File: src/rtl/uart_arb_pkg.sv
// -----------------------------------------------------------------------------
// uart_arb_pkg
// Shared types and defaults for the UART transmit arbiter slice.
//   arb_state_e       : sequencer states (IDLE, START, WAIT_BUSY, WAIT_IDLE)
//   DEF_*             : default parameter values for uart_tx_arbiter
//   wrap_add()        : (a + b) mod n for small non-negative operands
// -----------------------------------------------------------------------------
package uart_arb_pkg;

  localparam int DEF_N_REQ          = 4;
  localparam int DEF_DATA_W         = 8;
  localparam int DEF_TIMEOUT_CYCLES = 4096;

  typedef enum logic [1:0] {
    IDLE      = 2'd0,
    START     = 2'd1,
    WAIT_BUSY = 2'd2,
    WAIT_IDLE = 2'd3
  } arb_state_e;

  // Operands are always below n, so one conditional subtract is enough.
  function automatic int wrap_add(input int a, input int b, input int n);
    int s;
    s = a + b;
    return (s >= n) ? (s - n) : s;
  endfunction

endpackage : uart_arb_pkg

File: src/rtl/uart_tx_arbiter_rr_pick.sv
// -----------------------------------------------------------------------------
// rr_pick
// Combinational round-robin selector. Scans req upward starting at rr_ptr,
// wrapping modulo N_REQ, and reports the first asserted index.
// Ports:
//   req     in  N_REQ  request vector
//   rr_ptr  in  ID_W   index with highest priority this round
//   win     out ID_W   selected index (0 when any_req is low)
//   any_req out 1      at least one request is asserted
// -----------------------------------------------------------------------------
module rr_pick
  import uart_arb_pkg::*;
#(
  parameter int N_REQ = DEF_N_REQ,
  parameter int ID_W  = $clog2(N_REQ)
) (
  input  logic [N_REQ-1:0] req,
  input  logic [ID_W-1:0]  rr_ptr,
  output logic [ID_W-1:0]  win,
  output logic             any_req
);

  // NOTE: every output of a combinational block gets a default before any
  // conditional assignment; a path that leaves it unassigned infers a latch.
  always_comb begin
    any_req = 1'b0;
    win     = '0;
    for (int k = 0; k < N_REQ; k++) begin
      if (!any_req && req[ID_W'(wrap_add(int'(rr_ptr), k, N_REQ))]) begin
        any_req = 1'b1;
        win     = ID_W'(wrap_add(int'(rr_ptr), k, N_REQ));
      end
    end
  end

endmodule : rr_pick

File: src/rtl/uart_tx_arbiter.sv
// -----------------------------------------------------------------------------
// uart_tx_arbiter
// Shares one UART transmitter between N_REQ byte producers. In IDLE the
// round-robin winner is granted, its byte latched, and a one-cycle start is
// issued next cycle; the transmitter's busy handshake is then tracked until
// the frame ends, after which priority moves to the requester after the one
// just served.
//
// Optional watchdog: define UART_ARB_TIMEOUT_EN to abort a frame whose busy
// edge never arrives within TIMEOUT_CYCLES (err pulse, no frame_done).
//
// Ports:
//   clk        in   system clock, rising edge
//   n_rst      in   asynchronous active-low reset
//   req        in   N_REQ        per-requester request, held until granted
//   req_data   in   N_REQ*DATA_W packed bytes, requester i at [i*DATA_W +: DATA_W]
//   grant      out  N_REQ        one-hot pulse in the capture cycle
//   tx_start   out  1            one-cycle transmitter start strobe
//   tx_data    out  DATA_W       byte being sent, held until next grant
//   tx_busy    in   1            transmitter busy
//   active_id  out  ID_W         requester being served
//   frame_done out  1            pulse when tx_busy falls for the served frame
//   err        out  1            watchdog abort pulse (0 without the macro)
// -----------------------------------------------------------------------------
module uart_tx_arbiter
  import uart_arb_pkg::*;
#(
  parameter int N_REQ          = DEF_N_REQ,
  parameter int DATA_W         = DEF_DATA_W,
  parameter int ID_W           = $clog2(N_REQ),
  parameter int TIMEOUT_CYCLES = DEF_TIMEOUT_CYCLES
) (
  input  logic                    clk,
  input  logic                    n_rst,
  input  logic [N_REQ-1:0]        req,
  input  logic [N_REQ*DATA_W-1:0] req_data,
  output logic [N_REQ-1:0]        grant,
  output logic                    tx_start,
  output logic [DATA_W-1:0]       tx_data,
  input  logic                    tx_busy,
  output logic [ID_W-1:0]         active_id,
  output logic                    frame_done,
  output logic                    err
);

  arb_state_e      state, state_nxt;
  logic [ID_W-1:0] rr_ptr, rr_ptr_nxt;
  logic [ID_W-1:0] win;
  logic            any_req;
  logic            capture;
  logic            timeout_hit;
  logic [ID_W-1:0] next_id;

  rr_pick #(
    .N_REQ (N_REQ),
    .ID_W  (ID_W)
  ) u_rr_pick (
    .req     (req),
    .rr_ptr  (rr_ptr),
    .win     (win),
    .any_req (any_req)
  );

  // Priority for the next round starts just after the requester served now.
  assign next_id = ID_W'(wrap_add(int'(active_id), 1, N_REQ));

`ifdef UART_ARB_TIMEOUT_EN
  localparam int WD_W = (TIMEOUT_CYCLES > 2) ? $clog2(TIMEOUT_CYCLES) : 1;

  logic [WD_W-1:0] wd_cnt;

  // Counts cycles spent in the current wait state; any state change restarts it.
  always_ff @(posedge clk or negedge n_rst) begin
    if (!n_rst) begin
      wd_cnt <= '0;
    end else if (state_nxt != state) begin
      wd_cnt <= '0;
    end else if (state == WAIT_BUSY || state == WAIT_IDLE) begin
      wd_cnt <= wd_cnt + 1'b1;
    end
  end

  assign timeout_hit = (wd_cnt == WD_W'(TIMEOUT_CYCLES - 1));
`else
  // Watchdog compiled out: the sequencer waits on the transmitter forever.
  assign timeout_hit = 1'b0 && (TIMEOUT_CYCLES > 0);
`endif

  always_comb begin
    state_nxt  = state;
    rr_ptr_nxt = rr_ptr;
    grant      = '0;
    capture    = 1'b0;
    tx_start   = 1'b0;
    frame_done = 1'b0;
    err        = 1'b0;

    unique case (state)
      IDLE: begin
        // grant is a same-cycle decode of req; gating with n_rst keeps every
        // output at 0 while reset is held even if producers keep requesting.
        if (any_req && n_rst) begin
          grant[win] = 1'b1;
          capture    = 1'b1;
          state_nxt  = START;
        end
      end

      START: begin
        tx_start  = 1'b1;
        state_nxt = WAIT_BUSY;
      end

      WAIT_BUSY: begin
        if (tx_busy) begin
          state_nxt = WAIT_IDLE;
        end else if (timeout_hit) begin
          err        = 1'b1;
          rr_ptr_nxt = next_id;
          state_nxt  = IDLE;
        end
      end

      WAIT_IDLE: begin
        if (!tx_busy) begin
          frame_done = 1'b1;
          rr_ptr_nxt = next_id;
          state_nxt  = IDLE;
        end else if (timeout_hit) begin
          err        = 1'b1;
          rr_ptr_nxt = next_id;
          state_nxt  = IDLE;
        end
      end

      default: state_nxt = IDLE;
    endcase
  end

  // NOTE: sequential state uses non-blocking assignments so every register
  // samples the pre-edge values regardless of process evaluation order.
  always_ff @(posedge clk or negedge n_rst) begin
    if (!n_rst) begin
      state     <= IDLE;
      rr_ptr    <= '0;
      tx_data   <= '0;
      active_id <= '0;
    end else begin
      state  <= state_nxt;
      rr_ptr <= rr_ptr_nxt;
      if (capture) begin
        tx_data   <= req_data[int'(win)*DATA_W +: DATA_W];
        active_id <= win;
      end
    end
  end

endmodule : uart_tx_arbiter

File: config.mk
export PLATFORM = sky130hd
export DESIGN_NAME = uart_tx_arbiter
export DESIGN_NICKNAME = d
export VERILOG_FILES = /design/src/rtl/uart_arb_pkg.sv /design/src/rtl/uart_tx_arbiter_rr_pick.sv /design/src/rtl/uart_tx_arbiter.sv
export SDC_FILE = /design/constraint.sdc
export NUM_CORES = 1
export LEC_CHECK = 0
export BUFFER_PORTS_ARGS = -buffer_cell sky130_fd_sc_hd__buf_2
export CAP_MARGIN = 20
export CORE_ASPECT_RATIO = 1.5
export CORE_MARGIN = 8
export CORE_UTILIZATION = 39
export CTS_BUF_LIST = sky130_fd_sc_hd__clkbuf_16
export CTS_CLUSTER_DIAMETER = 40
export CTS_CLUSTER_SIZE = 10
export DETAILED_ROUTE_END_ITERATION = 10
export PLACE_DENSITY_LB_ADDON = 0.08
export REMOVE_ABC_BUFFERS = 1
export SETUP_SLACK_MARGIN = 0.2
export SLEW_MARGIN = 20
export SYNTH_ARGS = -nofsm -noshare
export SYNTH_HDL_FRONTEND = slang
export SYNTH_SLANG_ARGS = --single-unit
File: constraint.sdc
create_clock -name clk -period 1.85 [get_ports clk]
set_clock_uncertainty 0.05 [all_clocks]
set_input_delay 0.2775 -clock clk [delete_from_list [all_inputs] [get_ports clk]]
set_output_delay 0.2775 -clock clk [all_outputs]
set_load 0.1 [all_outputs]
==> results of run 1 <==
[where the power goes]
group	leakage [nW]	internal (mW)	switching (mW)
registers	0.161	0.460	0.124
logic	0.736	0.909	1.80
clock network	0.0385	0.287	0.134
[worst min-delay path, delay by kind of cell]
| kind | cells | cell delay [ns] |
|---|---|---|
| buf+inv | 1 | 0.12 |
| simple gates | 1 | 0.09 |
| compound gates | 1 | 0.07 |
[cell families (layout without fill, tap and decap cells)]
| group | after synthesis | count (layout) | share of synthesized area (%) |
|---|---|---|---|
| buffers and inverters | 12 | 101 | 6.455 |
| xor gates and xnor gates | 1 | 1 | 0.8862 |
| muxes | 9 | 9 | 9.114 |
| adders and majority gates | 4 | 4 | 5.063 |
| DFF | 14 | 14 | 35.44 |
| other | 1 | 1 | 0.3794 |
| AOI/OAI and AO/OA | 37 | 37 | 28.35 |
| and+or+nand+nor | 29 | 29 | 14.31 |
[flip-flops by register name (all words and copies together), names as in the netlist]
signal     cells
state          2
active_id      2
tx_data        8
rr_ptr         2
[Yosys cell counts, types with 2 or more instances]
cell / n
buf_4: 2
a21boi_0: 9
inv_1: 5
a2111oi_0: 7
a21oi_1: 2
nor3_1: 2
buf_2: 3
dfrtp_1: 14
a211oi_1: 9
nor2_1: 10
mux2i_1: 9
nand2_1: 8
and3_1: 2
ha_1: 4
o21ai_0: 5
[area by class of cell]
class	instances	area (um2)	area share (%)
clock inverter	1	3.754	0.1833
multi-input combinational	81	864.6	42.21
inverter	5	18.77	0.9163
tap	24	30.03	1.466
sequential	14	351.6	17.17
clock buffer	3	75.07	3.665
timing repair buffer	92	704.4	34.39
[placed cells by master (no fill, tap or decap), types with 2 or more instances in the layout]
cell / n
buf_2: 48
buf_4: 24
dfrtp_1: 13
buf_6: 11
nor2_1: 10
mux2i_1: 9
a2111oi_4: 8
nand2_1: 7
buf_12: 6
inv_1: 5
a21boi_2: 5
a211oi_2: 5
a211oi_1: 4
o21ai_0: 3
clkbuf_16: 3
and3_2: 2
a21boi_4: 2
o21ai_1: 2
a21boi_1: 2
ha_1: 2
buf_8: 2
[stage by stage]
stage / setup TNS, ns / hold slack [ns]
3_5_place_dp: -0.1926 / 0.1931
3_3_place_gp: -0.1052 / 0.1944
4_1_cts: -0.6042 / 0.3027
2_1_floorplan: -4.039 / -0.06809
5_1_grt: -2.098 / 0.3313
6_report: -1.282 / 0.3037
[worst paths after layout]
path / from / end / slack [ns] / cells past startpoint
max: rr_ptr[1] / grant[3] / -0.22 / 7
min: tx_busy / state[0] / 0.30 / 3
max reg2reg: rr_ptr[1] / tx_data[1] / -0.13 / 9
min reg2reg: active_id[0] / rr_ptr[0] / 0.50 / 1
max in group asynchronous: n_rst / rr_ptr[1] / 1.07 / 3
min in group asynchronous: n_rst / active_id[1] / 0.54 / 3
[timing repair]
action	4_1_cts	5_1_grt
gates resized for setup	61	22
pin swaps	16	13
buffers inserted	18	3
hold buffers	1	0
hold endpoints to repair	14	0
setup endpoints to repair	14	17
[metal layers]
metal / share of wire, % / up-vias / wire [um] / GRT usage (%)
li1: - / 573 / - / -
met1: 38 / 581 / 1574 / 17.98
met2: 55 / 43 / 2285 / 30.39
met3: 5.0 / 8 / 208 / 4.723
met4: 2.3 / 0 / 97 / 7.075
met5: 0 / - / 0 / 0
==> results.toml, run 1 <==
[critical_path]
cp_cell_sequence = "a21oi_2, o21a_1, o22ai_2, buf_6, nor3_2, buf_4, buf_12"
endpoint_kind = "primary output"
crit_type = "flop to primary output"
worstSetupStartpointType = "flop"
path_buf_inv = 3
crit_slowest_cell = "dfrtp_2"
crit_fanout = 8
cpPeakStageDelay_ns = 0.46
cp_top_family = "flip-flops"
worstPathArrival_ns = 1.75
required_ns = 1.52

[synth]
synth_area_um2 = 988.4
netlist_top_cells_area = "dfrtp_1 (35%), mux2i_1 (9.1%), a211oi_1 (6.8%)"
yosysUniqueCellTypes = 31
synth_top_area_share_pct = 35.44
avgSynthCellArea_um2 = 9.238
async_flop_share_pct = 100.0
syn_inst = 107
synth_flop_cell = "dfrtp_1"
yosys_warnings = 0
yosys.area.top_type = "dfrtp_1"
synth-edff-count = 0
ys_ff_latch = 14
ys_seq_area_share_pct = 35.44

[die]
io_pins = 56
rows = 22
core_area_mm2 = 0.002422
start_util_pct = 40.81
die_h_um = 77.66
die_area_mm2 = 0.004435
fp.dieW_um = 57.11

[cells_and_area]
area_delta_synth_final_pct = 107.2
final_cells = 220
nets = 240
diodes = 0
nFillCells = 131
stdcell_area_mm2 = 0.002048
fin_util_pct = 84.56
layout-drive-gt1-share_pct = 66.84

[clock_network]
cts_tree = "yes"
clk_latency_ns = 0.25
cts_max_path_buffers = 2
cts-root-buf = "clkbuf_16"
cts_made_buffers = 3
ctsHtreeMaxLevel = 1
clock_sinks = 14
clkTransAtPathRegs_ns = 0.05

[timing]
setup_viol = 10
final.period_utilization_pct = 112.2
timing.fmax_ghz = 0.4819
period_needed_ns = 2.075
hold_violations = 0
drv_slew = 0
fin_ws_ns = -0.2249
rsz0062_at_grt = "yes"

[drt]
ant_nets = 0
vias_per_cell = 5.477
wl_mm = 4.165
drtPass1Iterations = 4
avgRoutedWirePerCell_um = 18.93
drcViolationCount = 0
vias = 1205
drt_iter0_drc = 15

[grt]
grt_pass1_vias = 1430
antenna_found_initial = 0
grt_use_total_pct = 17.05
grt_max_degree = 10
grt_pass1_wl_mm = 6.320
overflow = 0

[power_and_ir_drop]
p_leak_nw = 0.9352
total_power_mw = 3.714
p_per_area_mw_per_mm2 = 1813
peakVddDrop_mv = 1.584

[placement]
dp_hpwl_mm = 2.592
dp.cells = 194
routabilityCongestion = 0.7362
dp_slack_ns = -0.06496
numPortBuffers = 54
place_area_mm2 = 0.001439

[min_path]
hold_path.class = "primary input to flop"

[status]
violations = "negative setup slack"
outcome = "finished with violations"

[job]
cap_violations = 0
Note: power is estimated with default switching activity, not from simulation.
==> inputs of run 2 (changes only) <==
--- a/config.mk
+++ b/config.mk
@@ -7,7 +7,7 @@
 export LEC_CHECK = 0
+export ABC_AREA = 1
 export BUFFER_PORTS_ARGS = -buffer_cell sky130_fd_sc_hd__buf_2
-export CAP_MARGIN = 20
 export CORE_ASPECT_RATIO = 1.5
 export CORE_MARGIN = 8
-export CORE_UTILIZATION = 39
+export CORE_UTILIZATION = 42
 export CTS_BUF_LIST = sky130_fd_sc_hd__clkbuf_16
==> constraint.sdc (replaced) <==
create_clock -name clk -period 1.85 [get_ports clk]
set_clock_uncertainty 0.05 [all_clocks]
set_input_delay 0.37 -clock clk [delete_from_list [all_inputs] [get_ports clk]]
set_output_delay 0.37 -clock clk [all_outputs]
set_load 0.1 [all_outputs]
==> results.toml, run 2 <==
[placement]
numPortBuffers = 54
routabilityCongestion = 0.9288
dp.cells = 304
dp_hpwl_mm = 2.913

[die]
fp.dieW_um = 60.39
die_area_mm2 = 0.004987
core_area_mm2 = 0.002853
rows = 24
start_util_pct = 43.51
io_pins = 56
die_h_um = 82.58

[cells_and_area]
diodes = 0
nets = 330
layout-drive-gt1-share_pct = 53.15
final_cell_mix = "nand2_1 (56), buf_2 (48), nand3_1 (41)"
regMostFlops = "tx_data"
layout_commonest_cell = "nand2_1"
fin_util_pct = 76.32
area_delta_synth_final_pct = 75.40
final_cells = 325
largest_reg_flops = 8

[clock_network]
cts_max_path_buffers = 2
clk_latency_ns = 0.25
clkTransAtPathRegs_ns = 0.05
ctsHtreeMaxLevel = 1
cts-root-buf = "clkbuf_16"
clock_sinks = 14
cts_tree = "yes"
cts_made_buffers = 3

[timing]
drv_slew = 0
final.period_utilization_pct = 133.5
hold_violations = 0
timing.fmax_ghz = 0.4048
rsz0062_at_grt = "yes"
fin_ws_ns = -0.6204
setup_tns_ns = -6.145
hold_ws_ns = 0.07024
period_needed_ns = 2.470
setup_viol = 16

[synth]
yosys.area_share.simple_pct = 51.92
synth_adder_area_share_pct = 4.032
syn_inst = 194
muxShareOfSynthArea_pct = 0
synth_flop_cell = "dfrtp_1"
synth_top_area_share_pct = 28.23
ys_seq_area_share_pct = 28.23
synth_compound_area_share_pct = 4.133
post-synth-top-count-cell = "nand2_1"
netlist_top_cells_area = "dfrtp_1 (28%), nand2_1 (23%), nand3_1 (18%)"
synth_top_family_by_area = "simple AND/OR/NAND/NOR gates"
yosys_warnings = 0
synth_xor_area_share_pct = 0.7056
yosys.area.top_type = "dfrtp_1"
synth_area_mm2 = 0.001241
synth_commonest_cells = "nand2_1 (75), nand3_1 (44), dfrtp_1 (14), inv_1 (14), nand2_2 (8)"
ys_ff_latch = 14
synth-edff-count = 0
avgSynthCellArea_um2 = 6.398
yosysUniqueCellTypes = 21
async_flop_share_pct = 100.0

[status]
violations = "negative setup slack"
outcome = "finished with violations"

[grt]
grt_max_degree = 17
antenna_found_initial = 0
grt_pass1_vias = 1555
grt_pass1_wl_mm = 6.589
grt_use_total_pct = 16.88
overflow = 0

[drt]
vias_per_cell = 4.902
avgRoutedWirePerCell_um = 13.74
drtPass1Iterations = 4
ant_nets = 0
drcViolationCount = 0
drt_iter0_drc = 42
wl_mm = 4.465
vias = 1593

[critical_path]
path_common_cell = "nand2_2"
crit_fanout = 6
crit_slowest_cell = "dfrtp_2"
worstSetupStartpointType = "flop"
cpPeakStageDelay_ns = 0.47
crit_type = "flop to primary output"
endpoint_kind = "primary output"
cp_cell_sequence = "buf_6, nand2_1, nand2_1, nand2_2, nand2_2, nor2_4, buf_6, nand2_2, nand2_2, nor2_4, inv_2, nand2_4, nor2_4, buf_12"
worstPathArrival_ns = 2.05
required_ns = 1.43

[job]
cap_violations = 0

[min_path]
hold_path.class = "primary input to async pin"
## run 2: cell count changes in the layout (fill, tap and decap cells not counted), sizes merged, moves of 2 or more
cell	before	now
mux2i	9	0
buf	91	95
a21boi	9	0
inv	5	16
a2111oi	8	0
clkinvlp	0	2
nand3	1	46
o21ai	5	7
and3	3	0
and2	2	0
nor3	2	0
nand2	8	84
a211oi	9	0
## run 2: critical path: cells and delay by family, from the launching register on
family / cells / cell delay, ns
and+or+nand+nor: 10 / 0.78
DFF: 1 / 0.47
buffers and inverters: 4 / 0.54
## run 2: stage by stage
step                worst slack [ns]  cell area [um2]
finish                       -0.6204             2177
global route                 -0.6979             2177
CTS                          -0.5215             2043
detailed placement           -0.4461             1754
global placement             -0.4649             1754
floorplan                     -1.558             1172
## run 2: path summary, 6_finish.rpt
path,start,to,slack [ns],cells past startpoint
worst max-delay path,rr_ptr[0],grant[3],-0.62,14
worst min-delay path,n_rst,rr_ptr[0],0.07,2
worst max register to register,rr_ptr[0],tx_data[2],-0.38,15
worst min register to register,tx_data[1],tx_data[1],0.42,2
max in group asynchronous,n_rst,rr_ptr[1],1.49,2
min in group clk,req_data[4],tx_data[4],0.39,5
## run 2: per-layer routing
metal  routed length, um  up-vias  GRT usage (%)  part of all wire (%)
li1                    -      800              -                     -
met1                1786      723          18.95                    40
met2                2297       62          30.04                    51
met3                 301        8          4.186                   6.7
met4                  80        0          5.276                   1.8
met5                   0        -              0                     0
## run 2: cells by family after synthesis
group           count (synthesis)
other cells                     1
fa+ha+maj                       4
buf+inv                        25
xor+xnor                        1
flops                          14
compound gates                  8
simple gates                  141
## run 2: timing repair
item                                    4_1_cts  5_1_grt
endpoints found under the setup margin       18       17
buffers inserted                              8        8
pin swaps                                    11       19
gates resized for setup                      43       18
cloned                                        1        0
hold buffers                                  0        0
## run 2: layout make-up
type | instances | area, um2
clock inverter | 1 | 3.754
timing repair inverter | 1 | 7.507
inverter | 17 | 72.57
fill | 227 | 675.6
multi-input combinational | 155 | 927.1
sequential | 14 | 352.8
clock buffer | 3 | 75.07
tap | 39 | 48.80
timing repair buffer | 95 | 689.4
Power of run 2 is not shown: default switching activity piles up to over one toggle a cycle in this logic, so the estimate is an artifact.
